$ cat config.mk
export PLATFORM = sky130hd
export DESIGN_NAME = alu_sequencer_flat
export DESIGN_NICKNAME = d
export VERILOG_FILES = /design/src/rtl/alu_pkg.sv /design/src/rtl/alu_sequencer_if.sv /design/src/rtl/alu_sync_fifo.sv /design/src/rtl/alu_sequencer.sv /design/src/flat_wrapper.sv
export SDC_FILE = /design/constraint.sdc
export NUM_CORES = 1
export LEC_CHECK = 0
export BUFFER_PORTS_ARGS = -buffer_cell sky130_fd_sc_hd__buf_2
export CAP_MARGIN = 0
export CORE_UTILIZATION = 30
export DETAILED_ROUTE_END_ITERATION = 8
export HOLD_SLACK_MARGIN = 0.06
export PLACE_DENSITY = 0.55
export SETUP_SLACK_MARGIN = 0.4
export SYNTH_ARGS = -nofsm -noshare
export SYNTH_HDL_FRONTEND = slang
export SYNTH_SLANG_ARGS = --single-unit
$ cat constraint.sdc
create_clock -name clk -period 2.85 [get_ports clk]
set_input_delay 0 -clock clk [delete_from_list [all_inputs] [get_ports clk]]
set_output_delay 0 -clock clk [all_outputs]
set_load 0.03 [all_outputs]
$ cat src/rtl/alu_pkg.sv
// Shared types and constants for the ALU command sequencer.
// The structs describe one command and one response at the default tag width.
package alu_pkg;

    typedef enum logic [1:0] {
        ALU_ADD = 2'd0,
        ALU_SUB = 2'd1,
        ALU_AND = 2'd2,
        ALU_OR  = 2'd3
    } alu_op_e;

    localparam int ALU_TAG_W  = 4;
    localparam int RSP_DEPTH  = 4;
    localparam int RSP_CNT_W  = $clog2(RSP_DEPTH) + 1;

    typedef struct packed {
        logic [7:0]           a;
        logic [7:0]           b;
        alu_op_e              op;
        logic [ALU_TAG_W-1:0] tag;
    } alu_cmd_t;

    typedef struct packed {
        logic [8:0]           data;
        logic [ALU_TAG_W-1:0] tag;
    } alu_rsp_t;

    // A command may issue only while every result it could produce still has a
    // guaranteed slot: stage 1, stage 2 and the response FIFO together.
    function automatic logic credit_ok(input logic v1, input logic v2,
                                       input logic [RSP_CNT_W-1:0] rsp_count);
        return (int'(v1) + int'(v2) + int'(rsp_count)) < RSP_DEPTH;
    endfunction

endpackage

$ cat src/rtl/alu_sequencer_if.sv
// Command and response valid/ready streams of the ALU sequencer.
interface alu_sequencer_if
    import alu_pkg::*;
#(
    parameter int TAG_W = ALU_TAG_W
);
    logic             cmd_valid;
    logic             cmd_ready;
    logic [7:0]       cmd_a;
    logic [7:0]       cmd_b;
    alu_op_e          cmd_op;
    logic [TAG_W-1:0] cmd_tag;

    logic             rsp_valid;
    logic             rsp_ready;
    logic [8:0]       rsp_data;
    logic [TAG_W-1:0] rsp_tag;

    modport master (
        output cmd_valid, cmd_a, cmd_b, cmd_op, cmd_tag, rsp_ready,
        input  cmd_ready, rsp_valid, rsp_data, rsp_tag
    );

    modport slave (
        input  cmd_valid, cmd_a, cmd_b, cmd_op, cmd_tag, rsp_ready,
        output cmd_ready, rsp_valid, rsp_data, rsp_tag
    );
endinterface

$ cat src/rtl/alu_sync_fifo.sv
// Single-clock FIFO with wrap-bit pointers; the head reads as zero while empty.
module alu_sync_fifo #(
    parameter int WIDTH = 8,
    parameter int DEPTH = 4
) (
    input  logic                     clk,
    input  logic                     rst_n,
    input  logic                     push,
    input  logic [WIDTH-1:0]         din,
    input  logic                     pop,
    output logic [WIDTH-1:0]         dout,
    output logic [$clog2(DEPTH):0]   count
);
    localparam int AW = $clog2(DEPTH);

    logic [WIDTH-1:0] mem [DEPTH];
    logic [AW:0]      wr_ptr;
    logic [AW:0]      rd_ptr;
    logic             full;
    logic             empty;
    logic             do_push;
    logic             do_pop;

    assign empty   = (wr_ptr == rd_ptr);
    assign full    = (wr_ptr[AW] != rd_ptr[AW]) && (wr_ptr[AW-1:0] == rd_ptr[AW-1:0]);
    assign do_push = push && !full;
    assign do_pop  = pop && !empty;

    always_ff @(posedge clk or negedge rst_n) begin
        if (!rst_n) begin
            wr_ptr <= '0;
            rd_ptr <= '0;
        end else begin
            if (do_push) wr_ptr <= wr_ptr + 1'b1;
            if (do_pop)  rd_ptr <= rd_ptr + 1'b1;
        end
    end

    // NOTE: storage is deliberately left out of reset; the empty flag masks stale words.
    always_ff @(posedge clk) begin
        if (do_push) mem[wr_ptr[AW-1:0]] <= din;
    end

    assign dout  = empty ? '0 : mem[rd_ptr[AW-1:0]];
    assign count = wr_ptr - rd_ptr;

    // Upstream flow control must never offer a word the FIFO cannot hold.
    no_overflow: assert property (@(posedge clk) disable iff (!rst_n) !(push && full));

endmodule

$ cat src/rtl/alu_sequencer.sv
// Buffers ALU commands, drives the registered ALU one command per cycle, and
// returns tagged results in order through a credit-protected response FIFO.
module alu_sequencer
    import alu_pkg::*;
#(
    parameter int DEPTH = 4,
    parameter int TAG_W = ALU_TAG_W
) (
    input  logic                clk,
    input  logic                rst_n,
    alu_sequencer_if.slave      bus,
    output logic [7:0]          alu_a,
    output logic [7:0]          alu_b,
    output logic [1:0]          alu_sel,
    input  logic [8:0]          alu_out,
    output logic                idle
);
    localparam int CMD_W = 8 + 8 + 2 + TAG_W;
    localparam int RSP_W = 9 + TAG_W;
    localparam int CNT_W = $clog2(DEPTH) + 1;

    logic [CMD_W-1:0]     cmd_din;
    logic [CMD_W-1:0]     cmd_dout;
    logic [CNT_W-1:0]     cmd_count;
    logic                 cmd_full;
    logic                 cmd_empty;
    logic                 cmd_push;

    logic [7:0]           head_a;
    logic [7:0]           head_b;
    logic [1:0]           head_op;
    logic [TAG_W-1:0]     head_tag;

    logic [RSP_W-1:0]     rsp_din;
    logic [RSP_W-1:0]     rsp_dout;
    logic [RSP_CNT_W-1:0] rsp_count;
    logic                 rsp_valid;
    logic                 rsp_pop;

    logic                 issue;
    logic                 v1;
    logic                 v2;
    logic [TAG_W-1:0]     t1;
    logic [TAG_W-1:0]     t2;

    // Command side: ready depends only on FIFO state, never on issue or pop.
    assign cmd_full      = (cmd_count == CNT_W'(DEPTH));
    assign cmd_empty     = (cmd_count == '0);
    assign bus.cmd_ready = !cmd_full;
    assign cmd_push      = bus.cmd_valid && !cmd_full;
    assign cmd_din       = {bus.cmd_a, bus.cmd_b, bus.cmd_op, bus.cmd_tag};

    alu_sync_fifo #(
        .WIDTH (CMD_W),
        .DEPTH (DEPTH)
    ) u_cmd_fifo (
        .clk   (clk),
        .rst_n (rst_n),
        .push  (cmd_push),
        .din   (cmd_din),
        .pop   (issue),
        .dout  (cmd_dout),
        .count (cmd_count)
    );

    assign head_a   = cmd_dout[CMD_W-1 -: 8];
    assign head_b   = cmd_dout[CMD_W-9 -: 8];
    assign head_op  = cmd_dout[TAG_W+1 -: 2];
    assign head_tag = cmd_dout[TAG_W-1:0];

    // Every term is a register, so rsp_ready has no combinational path to issue.
    assign issue = !cmd_empty && credit_ok(v1, v2, rsp_count);

    // NOTE: non-blocking assignments keep v2 <= v1 a true one-cycle shift.
    always_ff @(posedge clk or negedge rst_n) begin
        if (!rst_n) begin
            alu_a   <= '0;
            alu_b   <= '0;
            alu_sel <= '0;
            v1      <= 1'b0;
            v2      <= 1'b0;
            t1      <= '0;
            t2      <= '0;
        end else begin
            v1 <= issue;
            v2 <= v1;
            t2 <= t1;
            if (issue) begin
                alu_a   <= head_a;
                alu_b   <= head_b;
                alu_sel <= head_op;
                t1      <= head_tag;
            end
        end
    end

    // While v2 is set, alu_out carries the registered result for tag t2.
    assign rsp_din = {alu_out, t2};
    assign rsp_pop = rsp_valid && bus.rsp_ready;

    alu_sync_fifo #(
        .WIDTH (RSP_W),
        .DEPTH (RSP_DEPTH)
    ) u_rsp_fifo (
        .clk   (clk),
        .rst_n (rst_n),
        .push  (v2),
        .din   (rsp_din),
        .pop   (rsp_pop),
        .dout  (rsp_dout),
        .count (rsp_count)
    );

    assign rsp_valid     = (rsp_count != '0);
    assign bus.rsp_valid = rsp_valid;
    assign bus.rsp_data  = rsp_dout[RSP_W-1 -: 9];
    assign bus.rsp_tag   = rsp_dout[TAG_W-1:0];

    assign idle = cmd_empty && !v1 && !v2 && !rsp_valid;

endmodule

$ cat src/flat_wrapper.sv
// flat-port wrapper written by rule: the top's interface ports become plain ports
module alu_sequencer_flat import alu_pkg::*;
#(
    parameter int DEPTH = 4,
    parameter int TAG_W = ALU_TAG_W
)
  (clk, rst_n, alu_a, alu_b, alu_sel, alu_out, idle, bus_cmd_valid, bus_cmd_a, bus_cmd_b, bus_cmd_op, bus_cmd_tag, bus_rsp_ready, bus_cmd_ready, bus_rsp_valid, bus_rsp_data, bus_rsp_tag);
  alu_sequencer_if #(.TAG_W(TAG_W)) bus_i ();
  input  logic clk;
  input  logic rst_n;
  output logic [7:0] alu_a;
  output logic [7:0] alu_b;
  output logic [1:0] alu_sel;
  input  logic [8:0] alu_out;
  output logic idle;
  input wire logic [$bits(bus_i.cmd_valid)-1:0] bus_cmd_valid;
  input wire logic [$bits(bus_i.cmd_a)-1:0] bus_cmd_a;
  input wire logic [$bits(bus_i.cmd_b)-1:0] bus_cmd_b;
  input wire logic [$bits(bus_i.cmd_op)-1:0] bus_cmd_op;
  input wire logic [$bits(bus_i.cmd_tag)-1:0] bus_cmd_tag;
  input wire logic [$bits(bus_i.rsp_ready)-1:0] bus_rsp_ready;
  output wire logic [$bits(bus_i.cmd_ready)-1:0] bus_cmd_ready;
  output wire logic [$bits(bus_i.rsp_valid)-1:0] bus_rsp_valid;
  output wire logic [$bits(bus_i.rsp_data)-1:0] bus_rsp_data;
  output wire logic [$bits(bus_i.rsp_tag)-1:0] bus_rsp_tag;
  assign bus_i.cmd_valid = bus_cmd_valid;
  assign bus_i.cmd_a = bus_cmd_a;
  assign bus_i.cmd_b = bus_cmd_b;
  assign bus_i.cmd_op = bus_cmd_op;
  assign bus_i.cmd_tag = bus_cmd_tag;
  assign bus_i.rsp_ready = bus_rsp_ready;
  assign bus_cmd_ready = bus_i.cmd_ready;
  assign bus_rsp_valid = bus_i.rsp_valid;
  assign bus_rsp_data = bus_i.rsp_data;
  assign bus_rsp_tag = bus_i.rsp_tag;
  alu_sequencer #(.DEPTH(DEPTH), .TAG_W(TAG_W)) u_core (.clk(clk), .rst_n(rst_n), .bus(bus_i), .alu_a(alu_a), .alu_b(alu_b), .alu_sel(alu_sel), .alu_out(alu_out), .idle(idle));
endmodule
### Yosys cells after proc, flatten, opt, wreduce, memory -nomap -nowiden

Memory sizes are Yosys's and may differ from the RTL's. A register that Yosys moved wholly into a read port is not among the register bits.
Index checks and enable logic that the tools add are counted.

| storage, ports and cells | value |
|---|---|
| input port bits | 35 |
| output and inout port bits | 34 |
| memories | 2 |
| bits in writable memories | 140 |
| bits in registers | 18 |

| operators by class | value |
|---|---|
| add/sub/neg operators | 8 |
| eq/ne operators | 7 |
| reductions and logical operators | 24 |
| multiplexer cells | 5 |
| order comparisons | 1 |

Memories:

| memory | words | width | rd ports | clocked after memory_dff | write ports | line | text |
|---|---|---|---|---|---|---|---|
| u_core.u_cmd_fifo.mem | 4 | 22 | 1 | 1 | 1 | alu_sync_fifo.sv:16 | `logic [WIDTH-1:0] mem [DEPTH];` |
| u_core.u_rsp_fifo.mem | 4 | 13 | 1 | 0 | 1 | alu_sync_fifo.sv:16 |  |

Operators with widths:

| kind | number |
|---|---|
| $add 32x4->32 | 1 |
| $lt 32x4->1 const B | 1 |
| $mux 13 | 1 |
| $add 3x1->3 const B | 4 |
| $logic_and 1x1->1 | 12 |
| $logic_not 1->1 | 10 |
| $eq 3x3->1 | 2 |
| $sub 3x3->3 | 2 |
| $eq 2x2->1 | 2 |
| $mux 1 | 4 |
| $eq 3x3->1 const B | 1 |
| $logic_not 3->1 | 1 |
| $reduce_bool 3->1 | 1 |
| $add 1x1->2 | 1 |
| $ne 1x1->1 | 2 |

### Logic depth before layout (Yosys ltp)

| depth | value |
|---|---|
| depth in word-level cells | 7 |
| depth in mapped cells | 9 |

### Hierarchy

From an unflattened synthesis, not the netlist that was laid out.

| unflattened totals | value |
|---|---|
| cell total of the unflattened synthesis | 368 |
| area total of the unflattened synthesis | 7478.4 µm² |

By module, submodules not included:

| module | area an instance (µm²) | cells each | instances |
|---|---|---|---|
| alu_sync_fifo at u_core.u_cmd_fifo | 3883.7 | 182 | 1 |
| alu_sync_fifo at u_core.u_rsp_fifo | 2467.4 | 124 | 1 |
| alu_sequencer | 1127.3 | 62 | 1 |

### Least setup slack after synthesis

Ideal clock, no wire load.

| path | value |
|---|---|
| kind | register to register |
| start | register u_core.u_rsp_fifo.wr_ptr[0] |
| end | register u_core.alu_a[0], read port of u_core.u_cmd_fifo.mem |
| cell stages (with the launch flop) | 10 |
| library setup time | 125 ps |
| required time | 2725 ps |
| data arrival time | 2399 ps |
| buffers on the path | 1 |
| slack | 326 ps |
| cells stage by stage | dfrtp_1 inv_1 ha_1 fa_1 inv_1 ha_1 a311oi_2 o21ai_2 buf_6 mux2_4 |

| on the way | value |
|---|---|
| word-level cells in the longest chain between the ends | 4 |

Ends and longest elaborated chain:

| element | line | text |
|---|---|---|
| from (decl) | alu_sync_fifo.sv:17 | `logic [AW:0] wr_ptr;` |
| from (signal assigned) | alu_sync_fifo.sv:34 | `if (do_push) wr_ptr <= wr_ptr + 1'b1;` |
| $sub 3x3->3 | alu_sync_fifo.sv:45 | `assign count = wr_ptr - rd_ptr;` |
| $add 32x4->32 | alu_pkg.sv:32 | `return (int'(v1) + int'(v2) + int'(rsp_count)) < RSP_DEPTH;` |
| $lt 32x4->1 | alu_pkg.sv:32 |  |
| $logic_and 1x1->1 | alu_sequencer.sv:72 | `assign issue = !cmd_empty && credit_ok(v1, v2, rsp_count);` |
| to (decl) | alu_sequencer.sv:12 | `output logic [7:0] alu_a,` |

No other way between the ends.
A chain may end at the register's enable or synchronous reset.

### Worst setup path after layout

Same ends and word-level chain as after synthesis.

==> results summary <==
The initial antenna violation count came to 0. The biggest area contributor in the post-synthesis netlist is edfxtp_1. The flow ran to the end, and the final reports show no timing, DRC or antenna violations. Synthesis inferred 180 register bits. The combined buffer and inverter count along the critical path came out at 3. For the final database, setup skew stands at 0.008806 ns. The routed via count is 3433. The stage delay of the slowest cell on the critical path came out at 0.52 ns. The number of hold-slack violations in the final timing report is 0. The clock-pin slew on the worst setup and hold paths came out at 0.07 ns.

Setup repair after global routing left no endpoint under its margin. The final routed wirelength across all metal layers is 13260 um. The tool flagged a number of max-cap violations equal to 0.

The buffer type at the clock tree root is clkbuf_16. During placement, the flow inserted port buffers numbering 68. In this run, the number of DRC markers left after iteration 0 of detailed routing was 168. The launching instance or port of the critical path is u_core.u_rsp_fifo.wr_ptr[0].

In the finished design, the share of the clock period the worst path needs comes to 83.33%. The count of filler cells inserted in the layout is 2106. TritonCTS built the clock tree.

The critical path crosses 9 cells after its start point. The maximum fanout encountered on the critical timing path came out at 7. The gate count after technology mapping came out at 333. The Yosys step of the flow raised 0 warnings. The area overhead of the layout relative to synthesis is 27.47%.

The worst setup path is launched from a flip-flop. For this run, the register share of the synthesized area comes to 73.82%. The horizontal die dimension came out at 155.3 um.

The signal on the critical path passes through inv_2 -> ha_4 -> fa_1 -> inv_2 -> ha_4 -> a311oi_4 -> o21ai_4 -> buf_6 -> mux2_4. The effective utilization at floorplan is 30.86%. The normalized max-slew margin came out at 36.46%. At the worst endpoint, the arrival time is 2.68 ns. The remaining global-route overflow came out at 0.

In the final design database the tool counted 516 nets. The critical path is of the flip-flop to flip-flop type. The core region is 22850 um^2.

For this run, design rule violations remaining after detail routing come to 0. The count of different cell masters after synthesis is 31. The number of routed nets with antenna violations is 0.

The count of antenna diodes in the layout came out at 0. The first global-routing pass estimated 21070 um of wire. Prior to clock tree synthesis, the placed netlist has a worst setup slack of 0.07410 ns.

The via count of the first global-routing pass was 3890. At the worst endpoint, the required time is 3.16 ns. The y dimension of the die came out at 155.3 um.

The average cell area after synthesis is 21.17 um^2. The actual slew at the worst max-slew pin came out at 0.9530 ns. The power per cell area came out at 1355 nW/um^2. The TritonCTS buffer count is 17.

The maximum clock frequency is 0.4211 GHz. Subtracting the final worst setup slack from the clock period gives 2.375 ns. The largest individual stage delay along the critical path comes from the cell fa_1.

The number of nets in the synthesized netlist is 385. The placed wire-length estimate after detailed placement came out at 7987 um. The maximum ir drop on the vdd rail came out at 0.6648 mV. The number of vias per cell came out at 4.346. The pin count of the biggest net entering global routing came out at 41. Yosys attributes the largest share of cell area to edfxtp_1, dfrtp_1, mux4_2. The total number of placement rows came out at 55.

The number of iterations in the first detailed-routing pass is 4. Following the worst setup path forward leads to its endpoint at u_core.alu_a[0]. Cells with a size suffix above 1 make up 40.88% of the layout.

For this run, the total global-route usage over all layers was measured as 11.90%. For this design the static power due to leakage is 3.341 nW. The reg2reg setup slack is 0.48 ns. The H-tree depth is 4.

The die covers 24120 um^2. The depth of the most critical reg-to-reg path came out at 9. The max-slew violation count came out at 0. Setup slack closes at 0.4751 ns. The boundary pin count is 69. The setup violation total in the final timing report is 0. The post-route setup TNS is 0 ns. At the end of routability-driven placement, the weighted congestion stood at 0.7452.

The cell area after technology mapping came out at 7051 um^2. The cell family with the largest share of critical-path delay is adder cells. The clock sink count is 180.

The endpoint identified for the worst register-to-register timing path is u_core.alu_a[0]. The routed wire length per instance is 16.78 um. STA classifies the critical path endpoint as a flip-flop. In this run the deepest clock path goes through 2 buffers. In this run the critical register-to-register path is launched from u_core.u_rsp_fifo.wr_ptr[0]. The classification of the worst-slack hold path is input pin to async pin. For the worst-skew pair, the clock arrives at the later sink with an insertion delay of 0.43 ns. The area share of the largest cell type after synthesis came out at 59.63%.
==> logic make-up after synthesis <==
| logic type | Yosys count | share of synthesized area [%] |
|---|---|---|
| AOI/OAI and AO/OA | 7 | 0.7987 |
| xor gates and xnor gates | 12 | 1.704 |
| adders and majority gates | 17 | 3.123 |
| buffers and inverters | 21 | 1.384 |
| DFF | 180 | 73.82 |
| muxes | 59 | 16.02 |
| and+or+nand+nor | 37 | 3.141 |
==> cell usage in the layout (no fill, tap or decap), drive strengths merged, types with 2 or more instances in the layout <==
master,synthesis,routed
and2,5,5
and3,5,5
buf,5,90
bufinv,0,3
clkbuf,7,19
clkinv,0,2
clkinvlp,0,2
dfrtp,40,40
dlygate4sd3,0,34
edfxtp,140,140
ha,16,16
inv,9,15
mux2,24,24
mux4,35,35
nand2,4,4
nand3,3,3
nor2b,14,14
o21ai,3,3
xnor2,9,9
xor2,2,2
==> cell usage after synthesis <==
| cell | instances |
|---|---|
| a21o_1 | 1 |
| a311oi_2 | 1 |
| and2_1 | 5 |
| and3_1 | 5 |
| buf_2 | 3 |
| buf_6 | 2 |
| clkbuf_1 | 7 |
| dfrtp_1 | 40 |
| edfxtp_1 | 140 |
| fa_1 | 1 |
| ha_1 | 16 |
| inv_1 | 9 |
| mux2_2 | 5 |
| mux2_4 | 19 |
| mux4_2 | 35 |
| nand2_1 | 4 |
| nand2b_1 | 1 |
| nand3_1 | 3 |
| nand3b_1 | 1 |
| nand4b_1 | 1 |
| nor2_1 | 1 |
| nor2b_1 | 14 |
| o21a_1 | 1 |
| o21ai_0 | 2 |
| o21ai_2 | 1 |
| o21bai_1 | 1 |
| or3_2 | 1 |
| or4_1 | 1 |
| xnor2_1 | 9 |
| xor2_1 | 2 |
| xor3_1 | 1 |
==> metrics by stage <==
stage / std cells / instance area [um^2] / total power, mW / utilization [%] / hold WS (ns)
4_1_cts: 788 / 8946 / 12.24 / 39.16 / 0.2914
5_1_grt: 790 / 8987 / 12.86 / 39.34 / 0.3061
2_1_floorplan: 333 / 7056 / 7.938 / - / -0.2956
3_5_place_dp: 716 / 7888 / 9.405 / 34.52 / 0.2171
6_report: 790 / 8987 / 12.18 / 39.34 / 0.2605
3_3_place_gp: 716 / 7888 / 9.260 / 34.52 / 0.2075
==> flip-flops by register name (all words and copies together) (netlist names) <==
register	count
u_core.u_cmd_fifo.wr_ptr	3
u_core.u_rsp_fifo.wr_ptr	3
u_core.alu_sel	2
u_core.u_rsp_fifo.rd_ptr	3
u_core.alu_b	8
u_core.v2	1
u_core.u_cmd_fifo.mem	88
u_core.t2	4
u_core.alu_a	8
u_core.t1	4
u_core.u_rsp_fifo.mem	52
u_core.u_cmd_fifo.rd_ptr	3
u_core.v1	1
==> report_power, final <==
group / total (mW) / switching [mW] / leakage, nW / internal [mW]
combinational: 5.69 / 2.92 / 1.30 / 2.78
sequential: 4.04 / 0.302 / 1.75 / 3.74
clock: 2.45 / 1.03 / 0.297 / 1.41
==> worst min-delay path by stage <==
stage / endpoint / slack (ns) / startpoint / cells after the start
2_1_floorplan: u_core.alu_a[0] / -0.30 / rst_n / 0
6_report: u_core.alu_a[1] / 0.26 / rst_n / 2
5_1_grt: u_core.u_cmd_fifo.mem[3][8] / 0.31 / bus_cmd_b[2] / 2
3_5_place_dp: u_core.alu_a[5] / 0.22 / rst_n / 1
3_3_place_gp: u_core.alu_a[5] / 0.21 / rst_n / 1
4_1_cts: u_core.alu_a[5] / 0.29 / rst_n / 2
==> layer usage <==
metal  vias to the layer above  global-route usage [%]  wire (um)
met2                        85                   20.66       6587
met5                         -                       0          0
met3                        16                   4.067        712
met1                      1765                   13.62       5753
met4                         0                   4.248        206
li1                       1567                       -          -
==> timing repair <==
item	4_1_cts	5_1_grt
endpoints found under the hold margin	169	0
hold buffers	34	0
setup endpoints to repair	24	23
gates resized for setup	10	6
buffers inserted	6	2
pin swaps	3	3
==> worst reg2reg max path: cells and delay by family (launching register included) <==
family                   cells  cell delay (ns)
flip-flops                   1             0.36
adder cells (fa/ha/maj)      3             0.88
multiplexers                 1             0.29
buffers and inverters        3             0.30
AO/OA/AOI/OAI                2             0.42
==> layout make-up <==
class | count | area, um^2 | area share [%]
flip-flops and latches | 180 | 5206 | 57.93
well taps | 313 | 391.6 | 4.358
repair buffers | 124 | 909.6 | 10.12
multi-input cells | 132 | 1823 | 20.28
clock inverters | 13 | 190.2 | 2.116
clock buffers | 19 | 432.9 | 4.817
inverters | 9 | 33.78 | 0.3759
Note: power is estimated with default switching activity, not from simulation.
